<file path="src/rtl/program_sequencer.sv">
`default_nettype none
// ============================================================================
// Module   : program_sequencer
// Brief    : Fetch/execute controller with an internal program memory for the
//            16-bit register-file ALU core. Optional breakpoint support is
//            enabled with the PROGRAM_SEQUENCER_BREAKPOINT_EN macro.
// Revision : 1.0 - initial release
// ============================================================================
module program_sequencer #(
    parameter int         AW      = 6,
    parameter logic [3:0] HALT_OP = 4'hF
) (
    input  logic          clock,
    input  logic          reset,
    input  logic          load_we,
    input  logic [AW-1:0] load_addr,
    input  logic [15:0]   load_data,
    input  logic          run,
    input  logic          step,
    input  logic          halt_req,
    input  logic          clear,
    input  logic [15:0]   pc_in,
`ifdef PROGRAM_SEQUENCER_BREAKPOINT_EN
    input  logic          bp_en,
    input  logic [AW-1:0] bp_addr,
`endif
    output logic [15:0]   instruction,
    output logic          cpu_en,
    output logic          busy,
    output logic          halted,
    output logic [1:0]    halt_cause,
    output logic [15:0]   instr_count
);

    localparam int         c_DEPTH    = 2**AW;
    localparam logic       c_MODE_RUN = 1'b1;
    localparam logic       c_MODE_STEP = 1'b0;
    localparam logic [1:0] c_CAUSE_NONE = 2'd0;
    localparam logic [1:0] c_CAUSE_OP   = 2'd1;
    localparam logic [1:0] c_CAUSE_PC   = 2'd2;
    localparam logic [1:0] c_CAUSE_EXT  = 2'd3;

    typedef enum logic [1:0] {
        S_IDLE   = 2'd0,
        S_FETCH  = 2'd1,
        S_EXEC   = 2'd2,
        S_HALTED = 2'd3
    } state_t;

    state_t      r_state, w_next_state;
    logic        r_mode, w_next_mode;
    logic [1:0]  r_cause, w_next_cause;
    logic [15:0] r_instr;
    logic [15:0] r_count;
    logic [15:0] r_rdata;
    logic [15:0] r_mem [0:c_DEPTH-1];

    // Synchroniser bit order: {clear, halt_req, step, run}
    logic [3:0]  r_sync1, r_sync2;
    logic [1:0]  r_prev;

    logic w_run_rise, w_step_rise, w_halt_s, w_clear_s;
    logic w_pc_oob, w_bp_hit;
    logic w_mem_rd, w_exec, w_count_clr;

    assign w_run_rise  = r_sync2[0] & ~r_prev[0];
    assign w_step_rise = r_sync2[1] & ~r_prev[1];
    assign w_halt_s    = r_sync2[2];
    assign w_clear_s   = r_sync2[3];
    assign w_pc_oob    = |pc_in[15:AW];

`ifdef PROGRAM_SEQUENCER_BREAKPOINT_EN
    assign w_bp_hit = (r_mode == c_MODE_RUN) && bp_en && (pc_in[AW-1:0] == bp_addr);
`else
    assign w_bp_hit = 1'b0;
`endif

    always_comb begin
        w_next_state = r_state;
        w_next_mode  = r_mode;
        w_next_cause = r_cause;
        w_mem_rd     = 1'b0;
        w_exec       = 1'b0;
        w_count_clr  = 1'b0;
        case (r_state)
            S_IDLE: begin
                w_count_clr = w_clear_s;
                if (w_run_rise) begin
                    w_next_state = S_FETCH;
                    w_next_mode  = c_MODE_RUN;
                end else if (w_step_rise) begin
                    w_next_state = S_FETCH;
                    w_next_mode  = c_MODE_STEP;
                end
            end
            S_FETCH: begin
                if (w_pc_oob) begin
                    w_next_state = S_HALTED;
                    w_next_cause = c_CAUSE_PC;
                end else if (w_bp_hit) begin
                    w_next_state = S_HALTED;
                    w_next_cause = c_CAUSE_EXT;
                end else begin
                    w_mem_rd     = 1'b1;
                    w_next_state = S_EXEC;
                end
            end
            S_EXEC: begin
                // A halt opcode is swallowed here and never reaches the core.
                if (r_rdata[15:12] == HALT_OP) begin
                    w_next_state = S_HALTED;
                    w_next_cause = c_CAUSE_OP;
                end else begin
                    w_exec = 1'b1;
                    if (r_mode == c_MODE_STEP) begin
                        w_next_state = S_IDLE;
                    end else if (w_halt_s) begin
                        w_next_state = S_HALTED;
                        w_next_cause = c_CAUSE_EXT;
                    end else begin
                        w_next_state = S_FETCH;
                    end
                end
            end
            S_HALTED: begin
                if (w_clear_s) begin
                    w_next_state = S_IDLE;
                    w_next_cause = c_CAUSE_NONE;
                    w_count_clr  = 1'b1;
                end
            end
            default: w_next_state = S_IDLE;
        endcase
    end

    always_ff @(posedge clock or negedge reset) begin
        if (!reset) begin
            r_state <= S_IDLE;
            r_mode  <= c_MODE_STEP;
            r_cause <= c_CAUSE_NONE;
            r_instr <= '0;
            r_count <= '0;
            r_sync1 <= '0;
            r_sync2 <= '0;
            r_prev  <= '0;
        end else begin
            r_sync1 <= {clear, halt_req, step, run};
            r_sync2 <= r_sync1;
            r_prev  <= r_sync2[1:0];
            r_state <= w_next_state;
            r_mode  <= w_next_mode;
            r_cause <= w_next_cause;
            if (w_exec) begin
                r_instr <= r_rdata;
            end
            if (w_count_clr) begin
                r_count <= '0;
            end else if (w_exec) begin
                r_count <= r_count + 16'd1;
            end
        end
    end

    // Program memory is intentionally not reset.
    always_ff @(posedge clock) begin
        if (r_state == S_IDLE && load_we) begin
            r_mem[load_addr] <= load_data;
        end
        if (w_mem_rd) begin
            r_rdata <= r_mem[pc_in[AW-1:0]];
        end
    end

    // The core samples cpu_en mid-cycle, so the executed word is shown live in EXEC.
    assign instruction = w_exec ? r_rdata : r_instr;
    assign cpu_en      = w_exec;
    assign busy        = (r_state == S_FETCH) || (r_state == S_EXEC);
    assign halted      = (r_state == S_HALTED);
    assign halt_cause  = r_cause;
    assign instr_count = r_count;

endmodule
`default_nettype wire

</file>
<file path="config.mk">
export PLATFORM = sky130hd
export DESIGN_NAME = program_sequencer
export DESIGN_NICKNAME = d
export VERILOG_FILES = /design/src/rtl/program_sequencer.sv
export SDC_FILE = /design/constraint.sdc
export NUM_CORES = 1
export LEC_CHECK = 0
export BUFFER_PORTS_ARGS = -buffer_cell sky130_fd_sc_hd__clkbuf_2
export CAP_MARGIN = 10
export CORE_MARGIN = 1.5
export CORE_UTILIZATION = 25
export CTS_CLUSTER_DIAMETER = 80
export DETAILED_ROUTE_END_ITERATION = 6
export PLACE_DENSITY = 0.51
export SLEW_MARGIN = 25
export SYNTH_ARGS = -nofsm -noshare
export SYNTH_HDL_FRONTEND = slang
export SYNTH_SLANG_ARGS = --single-unit
</file>
<file path="constraint.sdc">
create_clock -name clock -period 7.2 [get_ports clock]
set_clock_uncertainty 0.05 [all_clocks]
set_input_delay 0.36 -clock clock [delete_from_list [all_inputs] [get_ports clock]]
set_output_delay 0.36 -clock clock [all_outputs]
set_load 0.05 [all_outputs]
</file>
# Word level (Yosys, flattened, before mapping)
# Memories as Yosys holds them, arrays and structs flattened. A register that Yosys moved wholly into a read port is not among the register bits.
# Cells that the tools add are included.
# word_totals
mem_bits_rw	1024
word_cells	59
ff_bits	47
input_bits	45
memories	1
# op_classes
n_bitwise	4
eq_ne	9
addsub	1
n_reduce_logical	10
n_mux	26
# memory_table
name	words	word_bits	read_ports	rd_ports_with_merged_regs	wr	line	rtl
r_mem	64	16	1	1	1	56	logic [15:0] r_mem [0:c_DEPTH-1];
# ops
op	count
$mux W16	3
$mux W2	10
$add A16 B1 Y16 const B	1
$mux W1	10
$reduce_or A10 Y1	1
$ne A3 B3 Y1 const B	3
$pmux W2 S4	1
$pmux W2 S3	1
$reduce_and A5 Y1	1
$eq A2 B2 Y1 const B	2
$eq A4 B4 Y1 const B	1
$reduce_and A2 Y1	2
$reduce_bool A2 Y1	2
$reduce_bool A3 Y1	1
$and A1 B1 Y1	2
$eq A2 B1 Y1 const B	1
$logic_not A2 Y1	1
$ne A2 B1 Y1 const B	1
$ne A2 B2 Y1 const B	1
$not A1 Y1	2
$pmux W1 S2	1
$logic_and A1 B1 Y1	1
$logic_or A1 B1 Y1	1

# Longest topological paths before layout
# logic_depth
word_depth	5
depth_mapped	9
ltp_nobuf	7

# Worst setup path after synthesis
# No wires, ideal clock.
# synth_timing
path_kind	register to output
start	reg r_state[0]
end	out instruction[10]
required_time_ns	6.790
stages_incl_launch_ff	10
slack_ns	4.334
t_arrival_ns	2.456
path_cell_list	dfrtp_1 inv_1 ha_1 clkbuf_1 nand2_1 inv_1 buf_2 buf_1 nand2_1 nand2_1
# synth_via
elab_chain_cells	3
# synth_lines
element	line	rtl
start, declared	50	state_t r_state, w_next_state;
start signal, assigned	150	r_state <= w_next_state;
$eq A2 B2 Y1	85	case (r_state)
$mux W1	85	
named net cpu_en	28	output logic cpu_en,
$mux W16	n/a	
end, declared	27	output logic [15:0] instruction,
# The timed path passes the listed nets, and every way through them passes these cells.

# Final worst setup path
# layout_timing
start	reg r_rdata[15] (read register of r_mem)
end	out instruction[14]
# layout_via
elab_chain_cells	4
# layout_lines
element	line	rtl
start, declared	55	logic [15:0] r_rdata;
$eq A4 B4 Y1	110	if (r_rdata[15:12] == HALT_OP) begin
$mux W1	110	
$mux W1	85	
$mux W16	n/a	
# No other way between the ends.

==> metrics.txt <==
outcome finished clean; CTS Root Cell clkbuf_16; Total Routed Length around 110,000 um; Max clock buf depth 3; Die Height 413 um; Post-synth ARST share roughly 4.3%; power per cell area between 200 and 300 mW/mm2; Cells after DPL 4,319; crit share post-route ~53%; initial antenna violation count 16; vias post-DR between 20k and 25k; DP HPWL 67,900 um; CTS tree done; WP data required 6.79 ns; switching share of power 24.5%; Yosys cell types between 50 and 60; post-synthesis sequential area ratio 77.0%; Syn Area/Cell roughly 20 um2; Critical Path, Cell by Cell nand4_1, nand2_1, inv_1, o22a_1, clkbuf_2; die area between 0.15 and 0.2 mm2; Layout Nets around 2.3k; post-synthesis cell area between 0.04 and 0.05 mm2; row cnt 150; Syn Inst Count ~2.1k; sequential power share between 50% and 60%; Synth Net Count about 2.1k; CTS Buf Count 107; gr usage total between 10% and 20%; Critical Path Fanout Max 22; gpl congestion a little over 0.8; Top FF cell, synth edfxtp_1; maximum vdd drop around 170 uV; CP max stage cell edfxtp_1; Core Area between 0.15 and 0.2 mm2; fraction of layout cells with a size suffix above 1 about 25%; largest net degree at the start of global routing about 130; first-pass GRT wire length 160,000 um; num ports between 80 and 90; # DRC 0; relative slew slack 27.7%; number of global-route vias before repair 21.6k; Worst Max-Slew Pin Slew 1.08 ns; CP Launch Type register; Critical Path AT between 3 and 4 ns; synth top area cells edfxtp_1, mux4_2, dfrtp_1; Synth top area share 74.2%; Hold Violations, Final 0; total negative slack 0 ns; clock share of power about two fifths; antenna-violating nets left 0; Int Power 0.0103 W; post-place setup slack about 3.1 ns; Ys Warns 0; max-slew violations 0; multi-input combinational cell area between 0.008 and 0.009 mm2; Yosys reg bits around 1.1k; drt wl/cell 25.1 um; critical path's largest stage delay ~0.70 ns; RSZ-0062 raised after global routing false; PnR worst setup slack between 3 and 4 ns; LEAKAGE between 15 and 20 nW; Finished Layout Cells 4,527; Die W between 400 and 500 um; Min-Delay Path Class in -> async; top-count cell post-synth edfxtp_1; # fillers 16.2k; clock latency on the worst-skew pair around 0.7 ns; synthesis-to-finish area growth 15.7%; PortBufs approximately 80; Reg clk slew, reported paths ~0.060 ns; final critical path time including I/O delays and setup roughly 3.8 ns; initial DRC count 2,222; largest area contributor in the netlist edfxtp_1; Highest Clock Rate between 200 and 300 MHz; Sequential Area about 0.032 mm2; grt ovf 0; Logic pwr share a little under a tenth; P_sw about 0.0033 W; CP Capture Type output port; DR vias/cell approximately 4.7; Initial Util 25.2%; Bufs and invs on worst path 2; CTS Sinks about 1.1k; Max Cap Viol 0; top post-synthesis cells by count edfxtp_1, mux4_2, nand2_1, nor2_1, mux2i_1; final setup fails 0; Crit path max-delay family simple AND/OR/NAND/NOR gates; H-tree levels 3; Post-CTS Setup Bufs 0; critical path class reg -> out; number of synthesized flops with an enable pin 1,040; drt pass-1 iters 6
==> sequential cells by signal, indices dropped and copies added, names as in the netlist <==
| name | cells |
|---|---|
| r_sync2 | 4 |
| r_instr | 16 |
| instr_count | 16 |
| r_rdata | 16 |
| r_prev | 2 |
| r_mem | 1024 |
| halt_cause | 2 |
| r_sync1 | 4 |
| r_mode | 1 |
| r_state | 2 |
==> final timing paths <==
kind,from,endpoint,slack [ns],cells past startpoint
worst max-delay path,r_rdata[15],instruction[14],3.38,5
max in group asynchronous,reset,r_instr[0],6.48,2
worst max register to register,r_state[1],r_mem[4][3],3.48,7
worst min register to register,r_sync1[3],r_sync2[3],0.30,0
worst min-delay path,reset,instr_count[14],0.19,2
min in group clock,step,r_sync1[1],0.27,2
==> worst reg2reg max path, delay by kind of cell, from the launching register on <==
kind          cells  cell delay (ns)
buf+inv           3             0.76
fa+ha+maj         1             0.49
simple gates      3             1.68
flops             1             0.43
==> area by class of cell <==
type	count	share of cell area [%]
antenna	4	0.0206
clock buffer	141	5.81
clock inverter	55	0.877
inverter	12	0.0926
multi-input combinational	839	18.3
sequential	1087	66.6
tap	2204	5.67
timing repair buffer	185	2.61
==> layer usage <==
layer | up-vias | routed length, um | track usage [%]
li1 | 8843 | - | -
met1 | 11300 | 48200 | 17.7
met2 | 773 | 53300 | 21.1
met3 | 180 | 9170 | 3.10
met4 | 12 | 3030 | 3.88
met5 | - | 70 | 0
==> cells by family after synthesis <==
logic type      count (synthesis)  synth area share (%)
fa+ha+maj                       5                 0.149
mux                           348                  14.4
buf+inv                       125                  1.80
compound gates                208                  3.44
xor+xnor                       11                 0.229
simple gates                  267                  2.91
flops                        1087                  77.0
==> power by group through the flow <==
stage               clock network, W  logic, W  registers (W)
floorplan                          0  0.000785        0.00722
finish                       0.00528   0.00125        0.00706
global route                 0.00562   0.00133        0.00706
CTS                          0.00540   0.00125        0.00706
detailed placement                 0   0.00125        0.00719
global placement                   0   0.00123        0.00719
==> timing repair <==
action,4_1_cts,5_1_grt
hold buffers,8,0
setup endpoints to repair,0,0
endpoints found under the hold margin,52,0
resized for setup,0,0
==> through the flow <==
| stage | hold WS, ns | total power [W] | area, um2 | util, % |
|---|---|---|---|---|
| after floorplan | 0.0144 | 0.00800 | 42100 | - |
| after global routing | 0.216 | 0.0140 | 48700 | 29.1 |
| after global placement | 0.288 | 0.00841 | 45300 | 27.1 |
| final | 0.195 | 0.0136 | 48700 | 29.1 |
| after detailed placement | 0.289 | 0.00844 | 45300 | 27.1 |
| after CTS | 0.160 | 0.0137 | 48600 | 29.1 |
==> cell usage in the layout, fill, tap and decap left out, types with 8 or more instances in the layout <==
cell type and instances:
a211oi_1 49, a21oi_1 36, a221oi_1 13, a22oi_1 40, a311oi_1 8, and3_1 18
buf_4 93, clkbuf_1 33, clkbuf_16 108, clkbuf_2 77, clkinv_1 30, clkinv_2 14
dfrtp_1 47, dlygate4sd3_1 8, edfxtp_1 1040, inv_1 9, mux2_2 68, mux2i_1 80
mux4_2 199, nand2_1 93, nand3_1 13, nor2_1 85, nor4_1 17, o22ai_1 34
xnor2_1 8
Note: power is estimated with default switching activity, not from simulation.
